### src/rtl/adc_osr_pkg.sv
// rtl/adc_osr_pkg.sv - shared widths, mode clamp and rounding helpers for the OSR unit
package adc_osr_pkg;

  localparam int MAX_MODE_DEF = 4;

  function automatic int ch_w(input int num_ch);
    return (num_ch > 1) ? $clog2(num_ch) : 1;
  endfunction

  function automatic int out_w(input int data_w, input int max_mode);
    return data_w + max_mode;
  endfunction

  function automatic int acc_w(input int data_w, input int max_mode);
    return data_w + 2 * max_mode;
  endfunction

  function automatic logic [2:0] clamp_mode(input logic [2:0] mode, input int max_mode);
    return (int'(mode) > max_mode) ? 3'(max_mode) : mode;
  endfunction

  // Half an output LSB, so the right shift rounds to nearest.
  function automatic int round_offset(input logic [2:0] mode);
    return (mode == 3'd0) ? 0 : (1 << (int'(mode) - 1));
  endfunction

endpackage

### src/rtl/adc_osr_ch_acc.sv
// rtl/adc_osr_ch_acc.sv - per-channel accumulator, sample counter, mode latch and rounded result
module adc_osr_ch_acc
  import adc_osr_pkg::*;
#(
  parameter int DATA_W   = 12,
  parameter int MAX_MODE = MAX_MODE_DEF,
  parameter int ACC_W    = acc_w(DATA_W, MAX_MODE),
  parameter int OUT_W    = out_w(DATA_W, MAX_MODE)
) (
  input  logic              clk,
  input  logic              rst_n,
  input  logic              clear,
  input  logic              sample_valid,
  input  logic [2:0]        mode_in,
  input  logic [DATA_W-1:0] data,
  output logic              busy,
  output logic              done,
  output logic [OUT_W-1:0]  result
);

  localparam int CNT_W = (MAX_MODE > 0) ? 2 * MAX_MODE : 1;

  logic [ACC_W-1:0] acc;
  logic [ACC_W-1:0] sum;
  logic [CNT_W-1:0] cnt;
  logic [CNT_W-1:0] last;
  logic [2:0]       mode_q;
  logic [2:0]       mode_eff;

  // The first sample of a block uses the live mode; later samples use the latched one.
  always_comb begin
    mode_eff = (cnt == '0) ? mode_in : mode_q;
    last     = CNT_W'((1 << (2 * int'(mode_eff))) - 1);
    sum      = acc + ACC_W'(data);
    done     = sample_valid && (cnt == last);
    result   = OUT_W'((sum + ACC_W'(round_offset(mode_eff))) >> mode_eff);
    busy     = (cnt != '0);
  end

  always_ff @(posedge clk or negedge rst_n) begin
    if (!rst_n) begin
      acc    <= '0;
      cnt    <= '0;
      mode_q <= '0;
    end else if (clear) begin
      acc    <= '0;
      cnt    <= '0;
      mode_q <= '0;
    end else if (sample_valid) begin
      if (cnt == '0) mode_q <= mode_in;
      if (done) begin
        acc <= '0;
        cnt <= '0;
      end else begin
        acc <= sum;
        cnt <= cnt + CNT_W'(1);
      end
    end
  end

endmodule

### src/rtl/adc_osr_multich.sv
// rtl/adc_osr_multich.sv - multi-channel oversampling/decimation with valid/ready output register
module adc_osr_multich
  import adc_osr_pkg::*;
#(
  parameter int DATA_W   = 12,
  parameter int NUM_CH   = 2,
  parameter int MAX_MODE = MAX_MODE_DEF,
  parameter int CH_W     = ch_w(NUM_CH),
  parameter int OUT_W    = out_w(DATA_W, MAX_MODE),
  parameter int ACC_W    = acc_w(DATA_W, MAX_MODE)
) (
  input  logic              clk,
  input  logic              rst_n,
  input  logic              clear_in,
  input  logic [2:0]        osr_mode_in,
  input  logic              data_valid_in,
  input  logic [CH_W-1:0]   data_ch_in,
  input  logic [DATA_W-1:0] data_in,
  output logic [OUT_W-1:0]  result_out,
  output logic [CH_W-1:0]   result_ch_out,
  output logic              result_valid_out,
  input  logic              result_ready_in,
  output logic              overrun_out,
  output logic [NUM_CH-1:0] busy_out
);

  logic [2:0]        mode_c;
  logic [NUM_CH-1:0] sel;
  logic [NUM_CH-1:0] done;
  logic [OUT_W-1:0]  ch_res [NUM_CH];
  logic              any_done;
  logic [OUT_W-1:0]  new_res;
  logic [CH_W-1:0]   new_ch;
  logic              transfer;

  assign mode_c = clamp_mode(osr_mode_in, MAX_MODE);

  // Tags >= NUM_CH match no channel and are dropped here.
  for (genvar i = 0; i < NUM_CH; i++) begin : g_ch
    assign sel[i] = data_valid_in && !clear_in && (data_ch_in == CH_W'(i));

    adc_osr_ch_acc #(
      .DATA_W  (DATA_W),
      .MAX_MODE(MAX_MODE),
      .ACC_W   (ACC_W),
      .OUT_W   (OUT_W)
    ) u_acc (
      .clk         (clk),
      .rst_n       (rst_n),
      .clear       (clear_in),
      .sample_valid(sel[i]),
      .mode_in     (mode_c),
      .data        (data_in),
      .busy        (busy_out[i]),
      .done        (done[i]),
      .result      (ch_res[i])
    );
  end

  always_comb begin
    any_done = 1'b0;
    new_res  = '0;
    new_ch   = '0;
    for (int i = 0; i < NUM_CH; i++) begin
      if (done[i]) begin
        any_done = 1'b1;
        new_res  = ch_res[i];
        new_ch   = CH_W'(i);
      end
    end
  end

  assign transfer = result_valid_out && result_ready_in;

  always_ff @(posedge clk or negedge rst_n) begin
    if (!rst_n) begin
      result_out       <= '0;
      result_ch_out    <= '0;
      result_valid_out <= 1'b0;
      overrun_out      <= 1'b0;
    end else if (clear_in) begin
      result_out       <= '0;
      result_ch_out    <= '0;
      result_valid_out <= 1'b0;
      overrun_out      <= 1'b0;
    end else if (any_done) begin
      if (!result_valid_out || transfer) begin
        result_out       <= new_res;
        result_ch_out    <= new_ch;
        result_valid_out <= 1'b1;
      end else begin
        overrun_out <= 1'b1;
      end
    end else if (transfer) begin
      result_valid_out <= 1'b0;
    end
  end

endmodule
### config.mk
export PLATFORM = sky130hd
export DESIGN_NAME = adc_osr_multich
export DESIGN_NICKNAME = d
export VERILOG_FILES = /design/src/rtl/adc_osr_pkg.sv /design/src/rtl/adc_osr_ch_acc.sv /design/src/rtl/adc_osr_multich.sv
export SDC_FILE = /design/constraint.sdc
export NUM_CORES = 1
export LEC_CHECK = 0
export ABC_AREA = 0
export CORE_UTILIZATION = 40
export CTS_BUF_LIST = sky130_fd_sc_hd__clkbuf_4 sky130_fd_sc_hd__clkbuf_8
export DETAILED_ROUTE_END_ITERATION = 8
export GPL_ROUTABILITY_DRIVEN = 1
export SYNTH_ARGS = -nofsm -noshare
export SYNTH_HDL_FRONTEND = slang
export SYNTH_SLANG_ARGS = --single-unit
### constraint.sdc
create_clock -name clk -period 10.2 [get_ports clk]
set_input_delay 1.53 -clock clk [delete_from_list [all_inputs] [get_ports clk]]
set_output_delay 1.53 -clock clk [all_outputs]
set_load 0.01 [all_outputs]
==> results of run 1 <==
-- layout by cell type, fill, tap and decap left out, types with 28 or more instances in the layout --
| master | synthesis | final |
|---|---|---|
| sky130_fd_sc_hd__a211oi_1 | 36 | 36 |
| sky130_fd_sc_hd__a21o_1 | 28 | 28 |
| sky130_fd_sc_hd__a21oi_1 | 85 | 84 |
| sky130_fd_sc_hd__clkdlybuf4s50_1 | 0 | 40 |
| sky130_fd_sc_hd__dfrtp_1 | 81 | 81 |
| sky130_fd_sc_hd__ha_1 | 71 | 71 |
| sky130_fd_sc_hd__inv_1 | 32 | 32 |
| sky130_fd_sc_hd__nand2_1 | 122 | 122 |
| sky130_fd_sc_hd__nand3_1 | 35 | 35 |
| sky130_fd_sc_hd__nor2_1 | 88 | 86 |
| sky130_fd_sc_hd__nor3_1 | 35 | 35 |
| sky130_fd_sc_hd__o21ai_0 | 83 | 83 |
| sky130_fd_sc_hd__xnor2_1 | 35 | 35 |
| sky130_fd_sc_hd__xor2_1 | 37 | 37 |
-- layout make-up --
| type | instances | area (um2) | area share, % |
|---|---|---|---|
| Clock inverter | 6 | 97.6 | 0.952 |
| Tap cell | 313 | 392 | 3.82 |
| Inverter | 35 | 133 | 1.29 |
| Sequential cell | 81 | 2030 | 19.8 |
| Clock buffer | 10 | 138 | 1.34 |
| Multi-Input combinational cell | 1017 | 7010 | 68.4 |
| Timing Repair Buffer | 47 | 453 | 4.42 |
-- logic make-up (layout without fill, tap and decap cells) --
logic type | after synthesis | after routing
XOR/XNOR | 73 | 73
flip-flops | 81 | 81
other | 1 | 22
AND/OR/NAND/NOR | 413 | 413
multiplexers | 37 | 37
AO/OA/AOI/OAI | 397 | 397
buffers and inverters | 97 | 98
adder cells (fa/ha/maj) | 75 | 75
-- registers in the layout, indices dropped and copies added, names as in the netlist --
register	flops
overrun_out	1
g_ch.u_acc.acc	40
result_valid_out	1
g_ch.u_acc.cnt	16
g_ch.u_acc.mode_q	6
result_out	16
result_ch_out	1
-- routing by layer --
metal / global-route usage [%] / vias to the layer above / wire (um)
li1: - / 4424 / -
met1: 31.0 / 4313 / 12900
met2: 40.0 / 202 / 13300
met3: 3.06 / 43 / 997
met4: 7.54 / 0 / 685
met5: 0 / - / 0
-- final timing paths --
path,slack (ns),start,end,depth (start not counted)
hold reg to reg,0.50,g_ch[1].u_acc.acc[19],g_ch[1].u_acc.acc[19],1
setup reg to reg,3.90,g_ch[0].u_acc.cnt[0],result_out[14],19
hold / removal,0.50,g_ch[1].u_acc.acc[19],g_ch[1].u_acc.acc[19],1
min in group asynchronous,1.01,rst_n,g_ch[1].u_acc.acc[10],1
setup / recovery,3.46,osr_mode_in[2],result_out[11],23
max in group asynchronous,8.02,rst_n,g_ch[1].u_acc.mode_q[2],2
-- power breakdown --
part | total, mW | internal [mW] | switching (mW)
clock network | 0.298 | 0.149 | 0.149
logic | 0.643 | 0.245 | 0.398
registers | 0.349 | 0.335 | 0.0139
-- metrics by stage --
step           util (%)  instance area [um2]
2_1_floorplan         -                 9460
6_report           44.9                10300
5_1_grt            44.9                10300
3_5_place_dp       43.8                10000
4_1_cts            44.9                10300
3_3_place_gp       43.8                10000
-- worst register-to-register path, stage by stage (launching register included) --
cell and delay (ns):
sky130_fd_sc_hd__dfrtp_1 0.49, sky130_fd_sc_hd__inv_1 0.13, sky130_fd_sc_hd__ha_1 0.19, sky130_fd_sc_hd__nor4b_4 0.29
sky130_fd_sc_hd__and2_1 0.39, sky130_fd_sc_hd__mux2i_4 0.73, sky130_fd_sc_hd__clkinv_2 0.43, sky130_fd_sc_hd__ha_1 0.38
sky130_fd_sc_hd__or3_1 0.40, sky130_fd_sc_hd__nor3_1 0.19, sky130_fd_sc_hd__ha_1 0.30, sky130_fd_sc_hd__o21ai_0 0.11
sky130_fd_sc_hd__o21bai_1 0.32, sky130_fd_sc_hd__a21oi_1 0.19, sky130_fd_sc_hd__o41ai_2 0.81, sky130_fd_sc_hd__or3b_2 0.23
sky130_fd_sc_hd__a21oi_1 0.06, sky130_fd_sc_hd__a211oi_1 0.23, sky130_fd_sc_hd__a31oi_1 0.14, sky130_fd_sc_hd__o211ai_1 0.21
==> impl_metrics.toml, run 1 <==
[finish]
final.fill_count = 2390
antenna-diode-count = 0
drive_gt1_share_pct = 6.86
final_net_count = 1287
stdcell_count = 1509
area.growth.synth_to_final_pct = 9.27

[sta]
finalCritPeriodShare_pct = 66.0
rsz0062_at_grt = "false"
slew_violations = 0
fin_setup_tns_ns = 0
timing.final.hold_violations = 0
slew_headroom_pct = 26.6
setup_viol = 0
achievable_freq_mhz = 148
worst_pin_slew_ns = 1.10
period_minus_slack_ns = 6.74
holdWs_ns = 0.502
layout_setup_ws_ns = 3.46
skew_ns = 0.0115

[yosys]
yosys.area.top_type = "sky130_fd_sc_hd__dfrtp_1"
netlist.area_leader.share_pct = 21.6
cell_types_with_the_highest_counts_after_synthesis = "122 x sky130_fd_sc_hd__nand2_1, 88 x sky130_fd_sc_hd__nor2_1, 85 x sky130_fd_sc_hd__a21oi_1"
post_synthesis_instance_area_um2 = 9380
cell_with_the_most_instances_after_synthesis = "sky130_fd_sc_hd__nand2_1"
ys_dominant_reg_cell = "sky130_fd_sc_hd__dfrtp_1"
synth_adder_area_share_pct = 10.3
muxShareOfSynthArea_pct = 4.25
synthesized_area_per_cell_um2 = 7.99
synth_compound_area_share_pct = 29.3
synth_enable_flop_cells = 0
synth.area.top_cells = "sky130_fd_sc_hd__dfrtp_1 22%, sky130_fd_sc_hd__ha_1 9.5%, sky130_fd_sc_hd__nand2_1 4.9%"
main_combinational_cell_family_by_area_after_synthesis = "compound AO/OA/AOI/OAI gates"
synth_cell_type_count = 97
synthesis.yosys.warnings = 0
synth_xor_xnor_area_share_pct = 6.96
synthSimpleGateAreaFrac_pct = 22.9
synth-async-reset-ratio_pct = 100
ys_ff_latch = 81
netlist_instances = 1174
synth.yosys.seq_area_share_pct = 21.6

[clocking]
clock_tree.root_cell = "sky130_fd_sc_hd__clkbuf_8"
cts_tree = "yes"
clock-sinks = 81
clk_pin_slew_worst_paths_ns = 0.10
post-cts-setup-buffer-count = 0
latest_clock_arrival_within_the_worst_skew_pair_ns = 0.39
post_cts_resized = 0
cts_max_level = 3
numCtsBuffers = 9
cts_max_path_buffers = 2
cts_hold_repair.buffers = 0

[detailed_routing]
avgRoutedWirePerCell_um = 18.5
detail_route.drc_violations = 0
route.final.wire_length_mm = 27.9
route.vias.total = 8982
first_iter_violations = 816
drt.antenna.violating_nets = 0
drt-vias-per-instance = 5.95
drt_first_pass_iters = 5

[outcome]
outcome = "finished, final reports clean"

[worst_setup_path]
timing.critical_path.mode_cell = "sky130_fd_sc_hd__inv_1"
cp.arrival_ns = 7.00
worst_path_max_delay_cell = "sky130_fd_sc_hd__clkdlybuf4s50_1"
critical_path.endpoint_type = "flip-flop"
critical_path_buf_inv_count = 5
cp_top_family = "compound AO/OA/AOI/OAI gates"
path_cells = "clkdlybuf4s50_1, nand2b_1, nor3_4, a21oi_2, buf_4, nand2_1, inv_1, ha_1, inv_1, nand2_1, nor2_1, ha_1, inv_1, fa_1, nand2b_1, a21oi_1, o21ai_0, o2bb2ai_1, xnor2_1, a222oi_1, a31oi_1, a221oi_1, o311ai_1"
crit_required_ns = 10.46
timing_worst_setup_path_type = "primary input to flip-flop"
critical_path_peak_fanout = 17
cpPeakStageDelay_ns = 0.59
critical_path.startpoint_type = "primary input"

[die]
floorplan.die_area_um2 = 24100
die_h_um = 155
core-area_um2 = 22800
dieWidth_um = 155
pin_count = 42
starting_density_pct = 41.1
core.rowCount = 55

[hold_path]
min_path_type = "flip-flop to flip-flop"

[global_route]
overflow_left_after_global_routing = 0
track_usage_pct = 23.6
grt_antenna_before_repair = 0
grt_start_max_net_pins = 62
wire_length_of_the_first_global_routing_pass_mm = 45.0
first_global_vias = 8464

[place]
portBuffers = 41
detailedPlacementHpwl_mm = 21.3
dp_worst_setup_slack_ns = 3.08
gpl.final_weighted_congestion = 0.922
place_inst = 1493

[power]
powerDensity_nw_per_um2 = 126
total_power_mw = 1.29
power.static_leakage_nw = 4.52
vdd_drop_max_mv = 0.0555

[flow_run]
maxCapViolCount = 0
(Power assumes the default switching activity.)
==> run 2, diff against run 1 <==
==> constraint.sdc (replaced) <==
create_clock -name clk -period 6.45 [get_ports clk]
set_input_delay 0.9675 -clock clk [delete_from_list [all_inputs] [get_ports clk]]
set_output_delay 0.9675 -clock clk [all_outputs]
set_load 0.01 [all_outputs]
==> run 2 against run 1 <==
Critical path type is now flip-flop to flip-flop. Largest cell class unchanged. Setup slack got worse by 2.8 ns. Global-route usage shrank 0.14 points. Register-to-register slack worse by 3.3 ns. Routed wire length shrank 1.8%. Highest routed layer unchanged. Sequential share of layout area fell by 0.12 points. Total power rose by 54%. Via count shrank 1.8%.
==> impl_metrics.toml, run 2 (synthesized netlist as in run 1, its figures left out) <==
[clocking]
cts_hold_repair.buffers = 0
latest_clock_arrival_within_the_worst_skew_pair_ns = 0.39
clk_pin_slew_worst_paths_ns = 0.10
cts_tree = "yes"
cts_max_level = 3
post_cts_resized = 0
clock_tree.root_cell = "sky130_fd_sc_hd__clkbuf_8"
cts_max_path_buffers = 2
post-cts-setup-buffer-count = 0
numCtsBuffers = 9
clock-sinks = 81

[sta]
timing.final.hold_violations = 0
setup_viol = 0
achievable_freq_mhz = 172
layout_setup_ws_ns = 0.640
fin_setup_tns_ns = 0
slew_headroom_pct = 33.7
skew_ns = 0.0171
finalCritPeriodShare_pct = 90.1
worst_pin_slew_ns = 0.994
period_minus_slack_ns = 5.81
slew_violations = 0
rsz0062_at_grt = "false"

[power]
p_switching_mw = 0.872
power_report.internal_total_mw = 1.11
pwr-share-seq_pct = 27.7
total_power_mw = 1.99
vdd_drop_max_mv = 0.108
share_clk_of_total_power_pct = 21.1
powerDensity_nw_per_um2 = 193
power_switching_share_pct = 43.9
power.static_leakage_nw = 4.56
power.share.combinational_pct = 51.1

[global_route]
track_usage_pct = 23.4
overflow_left_after_global_routing = 0
grt_start_max_net_pins = 63
grt_antenna_before_repair = 0
first_global_vias = 8382
wire_length_of_the_first_global_routing_pass_mm = 44.7

[die]
die_h_um = 155
starting_density_pct = 41.1
core.rowCount = 55
dieWidth_um = 155
core-area_um2 = 22800
floorplan.die_area_um2 = 24100
pin_count = 42

[detailed_routing]
drt-vias-per-instance = 5.80
first_iter_violations = 895
detail_route.drc_violations = 0
drt.antenna.violating_nets = 0
drt_first_pass_iters = 6
avgRoutedWirePerCell_um = 18.0
route.vias.total = 8817
route.final.wire_length_mm = 27.4

[finish]
drive_gt1_share_pct = 7.78
largest_registers = "g_ch.u_acc.acc (40), g_ch.u_acc.cnt (16), result_out (16)"
largest_reg_flops = 40
final_core_utilization_pct = 45.1
antenna-diode-count = 0
final_net_count = 1299
area.growth.synth_to_final_pct = 9.92
mostFrequentLayoutCell = "sky130_fd_sc_hd__nand2_1"
largest_register = "g_ch.u_acc.acc"
mostFrequentLayoutCells = "122 x sky130_fd_sc_hd__nand2_1, 86 x sky130_fd_sc_hd__nor2_1, 84 x sky130_fd_sc_hd__a21oi_1"

[outcome]
outcome = "finished, final reports clean"

[place]
detailedPlacementHpwl_mm = 21.3
dp_worst_setup_slack_ns = 0.325
gpl.final_weighted_congestion = 0.922
portBuffers = 41

[worst_setup_path]
critical_path_peak_fanout = 15
critical_path.startpoint_type = "flip-flop"
reg2reg_setup_slack_ns = 0.64
critical_path.endpoint_type = "flip-flop"
worst-r2r-cell-count = 22
timing_worst_setup_path_type = "flip-flop to flip-flop"
reg2reg_from = "g_ch[0].u_acc.cnt[0]"
reg2reg_to = "result_out[13]"
cp.arrival_ns = 6.07
crit_required_ns = 6.71

[flow_run]
maxCapViolCount = 0

[hold_path]
min_path_type = "primary input to async pin"
## run 2: cell types whose count changed in the layout (fill, tap and decap cells not counted), sizes merged
cell and delta:
buf +12, bufinv -1, clkinv +1, clkinvlp +1, inv -1
## run 2: worst max path at each step
stage | startpoint | to | slack (ns) | cells past startpoint
6_report | g_ch[0].u_acc.cnt[0] | result_out[13] | 0.64 | 22
5_1_grt | g_ch[0].u_acc.cnt[0] | result_out[13] | 0.04 | 22
4_1_cts | g_ch[0].u_acc.cnt[0] | result_out[13] | 0.61 | 22
3_5_place_dp | data_in[0] | result_out[15] | 0.32 | 21
3_3_place_gp | data_in[0] | result_out[15] | 0.37 | 21
2_1_floorplan | data_in[0] | result_out[15] | 1.37 | 22
## run 2: power by group through the flow
stage	clock, mW	combinational, mW	sequential [mW]
finish	0.420	1.02	0.551
global route	0.454	1.13	0.554
CTS	0.435	1.00	0.551
detailed placement	0	0.996	0.561
global placement	0	0.996	0.561
floorplan	0	0.753	0.554
## run 2: cell type report
| class | count | area (um2) |
|---|---|---|
| clock buffer | 10 | 131 |
| clock inverter | 6 | 75.1 |
| fill | 2344 | 12500 |
| inverter | 35 | 133 |
| multi-input combinational | 1017 | 7010 |
| sequential | 81 | 2030 |
| tap | 313 | 392 |
| timing repair buffer | 59 | 543 |
## run 2: per-stage QoR
stage	hold slack, ns	area [um2]	cells
floorplan	0.458	9460	1195
CTS	0.443	10300	1521
global placement	0.483	10100	1505
detailed placement	0.482	10100	1505
finish	0.445	10300	1521
global route	0.451	10300	1521
## run 2: critical path, cell delays in order, from the launching register on
cell                       delay, ns
sky130_fd_sc_hd__dfrtp_1        0.48
sky130_fd_sc_hd__inv_1          0.11
sky130_fd_sc_hd__ha_1           0.18
sky130_fd_sc_hd__nor4b_4        0.26
sky130_fd_sc_hd__and2_1         0.38
sky130_fd_sc_hd__mux2i_4        0.57
sky130_fd_sc_hd__nand2_1        0.24
sky130_fd_sc_hd__inv_1          0.17
sky130_fd_sc_hd__ha_1           0.31
sky130_fd_sc_hd__inv_1          0.10
sky130_fd_sc_hd__nand2_1        0.12
sky130_fd_sc_hd__nor2_1         0.06
sky130_fd_sc_hd__ha_1           0.22
sky130_fd_sc_hd__fa_1           0.43
sky130_fd_sc_hd__a211oi_1       0.31
sky130_fd_sc_hd__o21a_1         0.28
sky130_fd_sc_hd__or4_1          0.20
sky130_fd_sc_hd__a31oi_1        0.09
sky130_fd_sc_hd__a211oi_1       0.23
sky130_fd_sc_hd__xor2_1         0.34
sky130_fd_sc_hd__o21ai_0        0.13
sky130_fd_sc_hd__o311ai_0       0.37
sky130_fd_sc_hd__a32oi_1        0.09
## run 2: layer usage
| metal | GRT usage [%] | wire (um) | share of wire, % |
|---|---|---|---|
| met5 | 0 | 0 | 0 |
| met4 | 5.85 | 533 | 1.9 |
| met3 | 3.12 | 1050 | 3.8 |
| met2 | 40.5 | 13400 | 49 |
| met1 | 30.7 | 12400 | 45 |
